`src/rtl/pipe_reg_fifo.sv`:
```
// pipe_reg_fifo: DEPTH-entry show-ahead pipeline buffer with valid/ready on both sides and hold/flush control.
// Optional zero-latency bypass of an empty buffer is enabled by defining PIPE_REG_FIFO_BYPASS_EN.
module pipe_reg_fifo #(
   parameter int unsigned      WIDTH       = 32,
   parameter int unsigned      DEPTH       = 2,
   parameter logic [WIDTH-1:0] RESET_VAL   = '0,
   parameter logic [7:0]       FLUSH_CODES = 8'b0000_1010,
   parameter logic [7:0]       HOLD_CODES  = 8'b0001_0100
) (
   input  logic                       clk,
   input  logic                       rst,
   input  logic [2:0]                 hold_flag,
   input  logic                       in_valid,
   output logic                       in_ready,
   input  logic [WIDTH-1:0]           din,
   output logic                       out_valid,
   input  logic                       out_ready,
   output logic [WIDTH-1:0]           dout,
   output logic [$clog2(DEPTH+1)-1:0] count
);

   localparam int unsigned PTR_W = $clog2(DEPTH);
   localparam int unsigned CNT_W = $clog2(DEPTH + 1);

   if ((DEPTH < 2) || ((DEPTH & (DEPTH - 1)) != 0)) begin : g_bad_depth
      $error("pipe_reg_fifo: DEPTH must be a power of two and at least 2");
   end

   logic [PTR_W-1:0] wr_ptr_q, wr_ptr_d;
   logic [PTR_W-1:0] rd_ptr_q, rd_ptr_d;
   logic [CNT_W-1:0] count_q, count_d;
   logic [WIDTH-1:0] mem_q [DEPTH];

   logic             flush_c;
   logic             hold_c;
   logic             run_c;
   logic             empty_c;
   logic             full_c;
   logic             byp_c;
   logic             push_c;
   logic             pop_c;
   logic             wr_en_c;
   logic             rd_en_c;
   logic [WIDTH-1:0] head_c;

   // Control decode: flush outranks hold when a code appears in both masks.
   always_comb begin
      flush_c = FLUSH_CODES[hold_flag];
      hold_c  = HOLD_CODES[hold_flag] & ~flush_c;
      run_c   = ~flush_c & ~hold_c;
      empty_c = (count_q == '0);
      full_c  = (count_q == CNT_W'(DEPTH));
      head_c  = empty_c ? RESET_VAL : mem_q[rd_ptr_q];
`ifdef PIPE_REG_FIFO_BYPASS_EN
      byp_c   = run_c & empty_c & in_valid;
`else
      byp_c   = 1'b0;
`endif
   end

   // Handshake outputs; a bypassed beat taken by downstream is never stored.
   always_comb begin
      in_ready  = run_c & ~full_c;
      out_valid = (run_c & ~empty_c) | byp_c;
      dout      = byp_c ? din : head_c;
      count     = count_q;
      push_c    = in_valid & in_ready;
      pop_c     = out_valid & out_ready;
      wr_en_c   = push_c & ~(byp_c & out_ready);
      rd_en_c   = pop_c & ~empty_c;
   end

   // Next-state pointers and occupancy.
   always_comb begin
      wr_ptr_d = wr_ptr_q;
      rd_ptr_d = rd_ptr_q;
      count_d  = count_q;
      if (flush_c) begin
         wr_ptr_d = '0;
         rd_ptr_d = '0;
         count_d  = '0;
      end else if (run_c) begin
         if (wr_en_c) begin
            wr_ptr_d = wr_ptr_q + PTR_W'(1);
         end
         if (rd_en_c) begin
            rd_ptr_d = rd_ptr_q + PTR_W'(1);
         end
         if (wr_en_c && !rd_en_c) begin
            count_d = count_q + CNT_W'(1);
         end else if (!wr_en_c && rd_en_c) begin
            count_d = count_q - CNT_W'(1);
         end
      end
   end

   always_ff @(posedge clk) begin
      if (!rst) begin
         wr_ptr_q <= '0;
         rd_ptr_q <= '0;
         count_q  <= '0;
      end else begin
         wr_ptr_q <= wr_ptr_d;
         rd_ptr_q <= rd_ptr_d;
         count_q  <= count_d;
      end
   end

   // Storage is not reset; only occupancy decides what is visible.
   always_ff @(posedge clk) begin
      if (rst && wr_en_c) begin
         mem_q[wr_ptr_q] <= din;
      end
   end

endmodule

```
`config.mk`:
```
export PLATFORM = sky130hd
export DESIGN_NAME = pipe_reg_fifo
export DESIGN_NICKNAME = d
export VERILOG_FILES = /design/src/rtl/pipe_reg_fifo.sv
export SDC_FILE = /design/constraint.sdc
export NUM_CORES = 1
export LEC_CHECK = 0
export ABC_CLOCK_PERIOD_IN_PS = 3800
export BUFFER_PORTS_ARGS = -buffer_cell sky130_fd_sc_hd__buf_4
export CORE_ASPECT_RATIO = 1.25
export CORE_MARGIN = 2
export CORE_UTILIZATION = 30
export CTS_BUF_LIST = sky130_fd_sc_hd__clkbuf_4 sky130_fd_sc_hd__clkbuf_8
export DETAILED_ROUTE_END_ITERATION = 12
export PLACE_DENSITY = 0.53
export RECOVER_POWER = 100
export SYNTH_ARGS = -nofsm -noshare
export SYNTH_HDL_FRONTEND = slang
export SYNTH_SLANG_ARGS = --single-unit
export TNS_END_PERCENT = 1
```
`constraint.sdc`:
```
create_clock -name clk -period 3.8 [get_ports clk]
set_input_delay 0.76 -clock clk [delete_from_list [all_inputs] [get_ports clk]]
set_output_delay 0.76 -clock clk [all_outputs]
set_load 0.02 [all_outputs]
```
==> impl_metrics.tcl, run 1 <==
set metrics [dict create \
    ant_nets 0 \
    hold_violations 0 \
    min_path_cells 2 \
    wl_met1_mm 2.04 \
    route.met3.wl_um 246 \
    crit_cells 3 \
    post_cts_resized 0 \
    leakage_nw 1.12 \
    firstDrtPassIters 6 \
    yosys_warnings 0 \
    rr_worst_depth 4 \
    r2r-end "mem_q[0][12]$_DFFE_PP_" \
    grt_max_degree 34 \
    numPortBuffers 74 \
    rows 39 \
    initial_core_util_pct 30.6 \
    die_x_um 89.8 \
    endpoint "dout[19]" \
    crit_family "simple AND/OR/NAND/NOR gates" \
    nets 297 \
    hpwl_mm 3.40 \
    fin_cells 385 \
    clockRootBuffer "clkbuf_8" \
    fin_crit_sh_pct 78.5 \
    cp.required_ns 3.04 \
    n_fill_cell 923 \
    drt_iter0_markers 76 \
    relSlewSlack_pct 7.07 \
    status "complete, no violations" \
    worst-path-buf-inv 1 \
    synthToLayoutAreaGrowth_pct 25.9 \
    cts.clk_slew.worst_paths_ns 0.07 \
    setup_ws_ns 0.816 \
    grt_overflow 0 \
    crit_type "register to output pin" \
    routed.top_layer "met4" \
    power_density_nw_per_um2 466 \
    avgRoutedWirePerCell_um 13.3 \
    slowest_delay_ns 1.07 \
    hp-class "register to register" \
    ys_ff_latch 69 \
    fin_setup_tns_ns 0 \
    syn_nets 217 \
    crit_arrival_ns 2.22 \
    grt_first_pass_wirelength_mm 8.15 \
    path_cells "nor2_2 > nor2_1 > buf_4" \
    final_common_cell "edfxtp_1" \
    htreeDepth 3 \
    met2WireLength_mm 2.73 \
    syn_inst 177 \
    timing.fmax_mhz 335 \
    crit_fanout 33 \
    ys_seq_area_share_pct 73.2 \
    synth.distinct_cells 25 \
    grt_pass1_vias 1666 \
    die_area_um2 9990 \
    via_per_inst 4.29 \
    ctsHoldBuffers 0 \
    reg2reg_from "count[0]$_SDFFE_PP0P_" \
    setup_viol 0 \
    drv_slew 0 \
    place_congestion 0.708 \
    vdd_ir_drop_max_v 0.000197 \
    synth_area_um2 2760 \
    fin_area_um2 3480 \
    tightest_slew_ns 1.39 \
    clock-sinks 69 \
    die_y_um 111 \
    rsz0062_at_grt "no" \
    min_period_ns 2.98 \
    fin_worst_skew_ns 0.00670 \
    placed_area_um2 3480 \
    place_ws_ns 0.951 \
    wirelength_mm 5.13 \
    cp-start-kind "register" \
    drive_above_1_share_pct 18.3 \
    dpl.cell_count 369 \
    insertion_delay_ns 0.33 \
    drc 0 \
    critPathCaptureType "output pin" \
    final_cell_mix "64 x edfxtp_1, 46 x clkbuf_1, 36 x mux2i_1, 33 x nor2_1, 21 x clkbuf_4" \
    core_um2 9030 \
    postSynthAreaPerCell_um2 15.6 \
    antenna_found_initial 0 \
    io_pins 75 \
    clockBufferDepth 2 \
    maxCapViolCount 0 \
    post_cts_buffers 0 \
    track_usage_pct 10.9 \
    cts_tree "yes" \
    antennaDiodeCount 0 \
    ff2ff_setup_slack_ns 1.40 \
    numCtsBuffers 9 \
    vias 1652 \
    crit_slowest_cell "nor2_2" \
    startpoint "count[0]$_SDFFE_PP0P_" \
    p_total_mw 1.62 \
]
[cells in the mapped netlist]
| master | count | area, µm² |
|---|---|---|
| o21ai_0 | 3 | 15.0 |
| a2111o_1 | 1 | 11.3 |
| ha_1 | 1 | 12.5 |
| or3_4 | 1 | 11.3 |
| dfxtp_1 | 5 | 100 |
| inv_1 | 4 | 15.0 |
| a211oi_1 | 1 | 7.51 |
| mux2i_1 | 36 | 360 |
| a21oi_2 | 1 | 8.76 |
| edfxtp_1 | 64 | 1920 |
| buf_2 | 3 | 15.0 |
| nand2b_1 | 1 | 6.26 |
| a21oi_1 | 2 | 10.0 |
| and3_1 | 1 | 6.26 |
| nor2_1 | 34 | 128 |
| clkbuf_1 | 4 | 15.0 |
| nand3b_1 | 3 | 22.5 |
| xor2_1 | 2 | 17.5 |
| nor2b_1 | 2 | 12.5 |
| buf_1 | 1 | 3.75 |
| a221oi_1 | 1 | 8.76 |
| o21ai_1 | 1 | 5.00 |
| nand3_1 | 3 | 15.0 |
| nor3b_2 | 1 | 12.5 |
| a211oi_4 | 1 | 20.0 |
[state kept, by name, indices dropped and copies added, names as in the netlist, named ones only]
register / flops
count: 2
mem_q: 64
rd_ptr_q: 1
wr_ptr_q: 1
[per-stage QoR]
step	hold WS (ns)	util, %
floorplan	0.465	-
global placement	0.468	38.5
detailed placement	0.481	38.5
CTS	0.492	40.9
global route	0.538	38.5
finish	0.495	38.5
[how the worst min path moves through the flow]
stage	startpoint	end	slack (ns)
after floorplan	rd_ptr_q$_SDFFE_PP0P_	register	0.46
after global placement	rd_ptr_q$_SDFFE_PP0P_	register	0.47
after detailed placement	rd_ptr_q$_SDFFE_PP0P_	register	0.48
after CTS	rd_ptr_q$_SDFFE_PP0P_	register	0.49
after global routing	wr_ptr_q$_SDFFE_PP0P_	wr_ptr_q$_SDFFE_PP0P_	0.54
final	rd_ptr_q$_SDFFE_PP0P_	register	0.50
[worst reg2reg max path: stages (launching register included)]
cell and delay, ns:
dfxtp_1 0.48, nor2b_1 0.12, a211oi_1 0.46, nor3b_1 0.25, clkbuf_2 0.71
[metal layers]
metal	vias to the layer above	track usage, %
met1	784	11.9
met5	-	0
met3	9	3.13
met2	44	19.0
li1	815	-
met4	0	6.15
[power breakdown]
part / switching (mW) / internal [mW] / total [mW] / leakage, nW
registers: 0.00782 / 0.849 / 0.857 / 0.622
clock network: 0.257 / 0.366 / 0.623 / 0.105
logic: 0.0893 / 0.0509 / 0.140 / 0.395
[cells by family after synthesis]
kind of cell	share of synthesized area (%)
buffers and inverters	1.77
multiplexers	13.0
AND/OR/NAND/NOR	7.75
adder cells (fa/ha/maj)	0.453
XOR/XNOR	0.634
AO/OA/AOI/OAI	3.13
flip-flops	73.2
[cell type report]
type	count	area, µm²	share of cell area, %
sequential	69	2020	58.2
multi-input combinational	96	668	19.2
timing repair buffer	77	403	11.6
tap	123	154	4.43
clock buffer	9	124	3.56
clock inverter	7	88.8	2.56
inverter	4	15.0	0.432
Power figures use the tool's default switching activity.
==> inputs of run 2 (changes only) <==
--- a/config.mk
+++ b/config.mk
@@ -5,14 +5,14 @@
 export SDC_FILE = /design/constraint.sdc
 export NUM_CORES = 1
 export LEC_CHECK = 0
-export ABC_CLOCK_PERIOD_IN_PS = 3800
+export ABC_CLOCK_PERIOD_IN_PS = 2400
 export BUFFER_PORTS_ARGS = -buffer_cell sky130_fd_sc_hd__buf_4
 export CORE_ASPECT_RATIO = 1.25
 export CORE_MARGIN = 2
 export CORE_UTILIZATION = 30
 export CTS_BUF_LIST = sky130_fd_sc_hd__clkbuf_4 sky130_fd_sc_hd__clkbuf_8
 export DETAILED_ROUTE_END_ITERATION = 12
-export PLACE_DENSITY = 0.53
+export PLACE_DENSITY = 0.54
 export RECOVER_POWER = 100
 export SYNTH_ARGS = -nofsm -noshare
 export SYNTH_HDL_FRONTEND = slang
==> constraint.sdc (replaced) <==
create_clock -name clk -period 2.4 [get_ports clk]
set_input_delay 0.48 -clock clk [delete_from_list [all_inputs] [get_ports clk]]
set_output_delay 0.48 -clock clk [all_outputs]
set_load 0.02 [all_outputs]
==> impl_metrics.tcl, run 2 (synthesized netlist as in run 1, its figures left out) <==
set metrics [dict create \
    crit_fanout 32 \
    crit_type "input pin to register" \
    htreeDepth 3 \
    post_cts_resized 0 \
    rsz0062_at_grt "no" \
    core_um2 9030 \
    hpwl_mm 3.56 \
    tightest_slew_ns 0.486 \
    fin_crit_sh_pct 90.7 \
    drv_slew 0 \
    antenna_found_initial 0 \
    hp-class "input pin to register" \
    final_common_cell "edfxtp_1" \
    io_pins 75 \
    synthToLayoutAreaGrowth_pct 27.5 \
    crit_arrival_ns 2.15 \
    leakage_nw 1.14 \
    numPortBuffers 74 \
    rows 39 \
    avgRoutedWirePerCell_um 13.6 \
    insertion_delay_ns 0.33 \
    maxCapViolCount 0 \
    clockRootBuffer "clkbuf_8" \
    largest_reg_flops 64 \
    min_period_ns 2.18 \
    hold_violations 0 \
    setup_viol 0 \
    power_density_nw_per_um2 698 \
    place_ws_ns 0.0964 \
    die_area_um2 9990 \
    cts_tree "yes" \
    grt_pass1_vias 1717 \
    initial_core_util_pct 30.6 \
    cts.clk_slew.worst_paths_ns 0.07 \
    drc 0 \
    fin_worst_skew_ns 0.00645 \
    grt_first_pass_wirelength_mm 8.29 \
    drt_iter0_markers 84 \
    grt_overflow 0 \
    relSlewSlack_pct 67.6 \
    antennaDiodeCount 0 \
    via_per_inst 4.33 \
    ctsHoldBuffers 0 \
    cp-start-kind "input pin" \
    ff2ff_setup_slack_ns 0.33 \
    track_usage_pct 10.9 \
    critPathCaptureType "register" \
    vdd_ir_drop_max_v 0.000331 \
    drive_above_1_share_pct 20.3 \
    post_cts_buffers 0 \
    numCtsBuffers 9 \
    cp.required_ns 2.37 \
    vias 1686 \
    wirelength_mm 5.30 \
    grt_max_degree 33 \
    ant_nets 0 \
    place_congestion 0.726 \
    die_x_um 89.8 \
    nets 303 \
    firstDrtPassIters 4 \
    final_cell_mix "64 x edfxtp_1, 45 x clkbuf_1, 36 x mux2i_1, 33 x nor2_1, 21 x clkbuf_4" \
    clockBufferDepth 2 \
    setup_ws_ns 0.222 \
    top_register "mem_q" \
    status "complete, no violations" \
    clock-sinks 69 \
    timing.fmax_mhz 459 \
    die_y_um 111 \
    fin_setup_tns_ns 0 \
]
run 2: cell type report:
class / instances / area, µm²
inverter: 4 / 15.0
sequential: 69 / 2020
timing repair buffer: 83 / 469
clock inverter: 5 / 53.8
clock buffer: 9 / 124
tap: 123 / 154
multi-input combinational: 96 / 681
fill: 904 / 5510
run 2: worst paths after layout:
kind / start / depth (start not counted) / to
hold / removal: din[24] / 1 / mem_q[0][24]$_DFFE_PP_
setup / recovery: hold_flag[0] / 6 / mem_q[1][5]$_DFFE_PP_
hold reg to reg: rd_ptr_q$_SDFFE_PP0P_ / 2 / register
setup reg to reg: count[0]$_SDFFE_PP0P_ / 5 / mem_q[1][5]$_DFFE_PP_
run 2: per-stage QoR:
| stage | hold slack, ns | total power, mW | instances | instance area [µm²] | util [%] |
|---|---|---|---|---|---|
| after detailed placement | 0.486 | 1.67 | 375 | 3550 | 39.4 |
| after floorplan | 0.465 | 1.52 | 177 | 2770 | - |
| after global routing | 0.326 | 2.57 | 389 | 3520 | 39.0 |
| after CTS | 0.306 | 2.54 | 389 | 3730 | 41.3 |
| after global placement | 0.481 | 1.66 | 375 | 3550 | 39.4 |
| final | 0.350 | 2.46 | 389 | 3520 | 39.0 |
run 2: critical path, stage by stage:
cell	delay, ns
clkbuf_1	0.12
or3_1	0.50
a211oi_4	0.25
clkbuf_1	0.17
and3_2	0.18
clkbuf_4	0.44
run 2: layer usage:
| layer | global-route usage [%] | wire [µm] |
|---|---|---|
| met3 | 2.45 | 282 |
| met4 | 7.08 | 147 |
| met5 | 0 | 0 |
| met1 | 11.6 | 2070 |
| met2 | 19.4 | 2800 |
run 2: power by group:
part           internal (mW)  switching (mW)
registers               1.34          0.0124
clock network          0.463           0.402
logic                 0.0910           0.147
total                   1.90           0.560
==> inputs of run 3 (changes only) <==
--- a/config.mk
+++ b/config.mk
@@ -5,14 +5,14 @@
 export SDC_FILE = /design/constraint.sdc
 export NUM_CORES = 1
 export LEC_CHECK = 0
-export ABC_CLOCK_PERIOD_IN_PS = 2400
+export ABC_CLOCK_PERIOD_IN_PS = 2100
 export BUFFER_PORTS_ARGS = -buffer_cell sky130_fd_sc_hd__buf_4
 export CORE_ASPECT_RATIO = 1.25
 export CORE_MARGIN = 2
 export CORE_UTILIZATION = 30
 export CTS_BUF_LIST = sky130_fd_sc_hd__clkbuf_4 sky130_fd_sc_hd__clkbuf_8
 export DETAILED_ROUTE_END_ITERATION = 12
-export PLACE_DENSITY = 0.54
+export PLACE_DENSITY = 0.53
 export RECOVER_POWER = 100
 export SYNTH_ARGS = -nofsm -noshare
 export SYNTH_HDL_FRONTEND = slang
==> constraint.sdc (replaced) <==
create_clock -name clk -period 2.1 [get_ports clk]
set_input_delay 0.42 -clock clk [delete_from_list [all_inputs] [get_ports clk]]
set_output_delay 0.42 -clock clk [all_outputs]
set_load 0.02 [all_outputs]
==> impl_metrics.tcl, run 3 (synthesized netlist as in run 1, its figures left out) <==
set metrics [dict create \
    min_period_ns 1.95 \
    drt_iter0_markers 54 \
    core_um2 9030 \
    final_common_cell "edfxtp_1" \
    avgRoutedWirePerCell_um 13.5 \
    tightest_slew_ns 0.370 \
    hp-class "input pin to register" \
    nets 309 \
    ff2ff_setup_slack_ns 0.17 \
    crit_fanout 26 \
    hold_ws_ns 0.294 \
    n_fill_cell 899 \
    power_density_nw_per_um2 795 \
    clock-sinks 69 \
    ant_nets 0 \
    numCtsBuffers 9 \
    worstHoldStart "din[1]" \
    htreeDepth 3 \
    setup_viol 0 \
    fin_util_pct 40.2 \
    final_cell_mix "64 x edfxtp_1, 36 x mux2i_1, 33 x nor2_1, 32 x clkbuf_2, 24 x clkbuf_4" \
    drive_above_1_share_pct 35.0 \
    fin_worst_skew_ns 0.00745 \
    hold_violations 0 \
    antenna_found_initial 0 \
    drc 0 \
    r2r-end "mem_q[0][6]$_DFFE_PP_" \
    initial_core_util_pct 30.6 \
    route.met3.wl_um 257 \
    clockBufferDepth 2 \
    critPathCaptureType "output pin" \
    clockRootBuffer "clkbuf_8" \
    rsz0062_at_grt "no" \
    p_total_mw 2.89 \
    largest_reg_flops 64 \
    synthToLayoutAreaGrowth_pct 31.5 \
    hpwl_mm 3.61 \
    multi_input_area_um2 699 \
    min_path_cells 1 \
    top_register "mem_q" \
    relSlewSlack_pct 75.3 \
    insertion_delay_ns 0.33 \
    leakage_nw 1.28 \
    seq_area_um2 2020 \
    ctsHoldBuffers 0 \
    grt_first_pass_wirelength_mm 8.51 \
    post_cts_resized 2 \
    status "complete, no violations" \
    reg2reg_from "count[0]$_SDFFE_PP0P_" \
    antennaDiodeCount 0 \
    maxCapViolCount 0 \
    wirelength_mm 5.35 \
    grt_pass1_vias 1766 \
    hold_end "mem_q[1][1]$_DFFE_PP_" \
    cts_tree "yes" \
    rr_worst_depth 5 \
    die_y_um 111 \
    track_usage_pct 11.2 \
    fin_crit_sh_pct 92.9 \
    place_congestion 0.655 \
    drv_slew 0 \
    firstDrtPassIters 4 \
    cts.clk_slew.worst_paths_ns 0.08 \
    numPortBuffers 74 \
    vdd_ir_drop_max_v 0.000425 \
    timing.fmax_mhz 513 \
    vias 1702 \
    die_x_um 89.8 \
    cp.required_ns 1.68 \
    crit_arrival_ns 1.53 \
    wl_met1_mm 2.25 \
    crit_type "register to output pin" \
    post_cts_buffers 0 \
    rows 39 \
    grt_overflow 0 \
    met2WireLength_mm 2.80 \
    via_per_inst 4.29 \
    cp-start-kind "register" \
    die_area_um2 9990 \
    io_pins 75 \
    grt_max_degree 27 \
    routed.top_layer "met4" \
]
-- run 3: changes by cell type in the layout (fill, tap and decap cells not counted), sizes merged --
cell	before	now
clkinvlp	1	2
inv	4	5
buf	13	19
-- run 3: power breakdown --
part,total (mW),switching [mW],internal [mW]
Sequential,1.55,0.0117,1.53
Combinational,0.291,0.173,0.118
Clock,1.05,0.499,0.552
Total,2.89,0.684,2.20
-- run 3: critical path, stage by stage, from the launching register on --
cell     delay (ns)
dfxtp_1        0.51
nor2_4         0.11
buf_6          0.20
nor2_1         0.17
buf_2          0.19
-- run 3: through the flow --
step	area (µm²)	cells	setup TNS, ns	setup WS [ns]
finish	3630	397	0	0.149
detailed placement	3590	381	-1.62	-0.0750
CTS	3790	397	0	0.0766
global placement	3590	381	-0.876	-0.0381
global route	3630	397	0	0.0257
floorplan	2770	177	-19.94	-0.346
-- run 3: layer usage --
| metal | up-vias | track usage, % |
|---|---|---|
| li1 | 837 | - |
| met1 | 817 | 12.4 |
| met2 | 46 | 19.6 |
| met3 | 2 | 4.21 |
| met4 | 0 | 4.31 |
| met5 | - | 0 |
-- run 3: final cells by class --
| cell class | instances | area share [%] |
|---|---|---|
| sequential | 69 | 55.7 |
| clock buffer | 9 | 3.41 |
| clock inverter | 7 | 2.07 |
| tap | 123 | 4.24 |
| multi-input combinational | 96 | 19.3 |
| inverter | 4 | 0.414 |
| timing repair buffer | 89 | 14.9 |
-- run 3: worst max-delay path by stage --
stage | startpoint | to | cells past startpoint
2_1_floorplan | hold_flag[0] | mem_q[0][0]$_DFFE_PP_ | 3
3_3_place_gp | hold_flag[0] | count[1]$_SDFFE_PP0P_ | 7
3_5_place_dp | hold_flag[0] | count[1]$_SDFFE_PP0P_ | 7
4_1_cts | count[0]$_SDFFE_PP0P_ | dout[31] | 4
5_1_grt | count[0]$_SDFFE_PP0P_ | dout[31] | 4
6_report | count[0]$_SDFFE_PP0P_ | dout[31] | 4
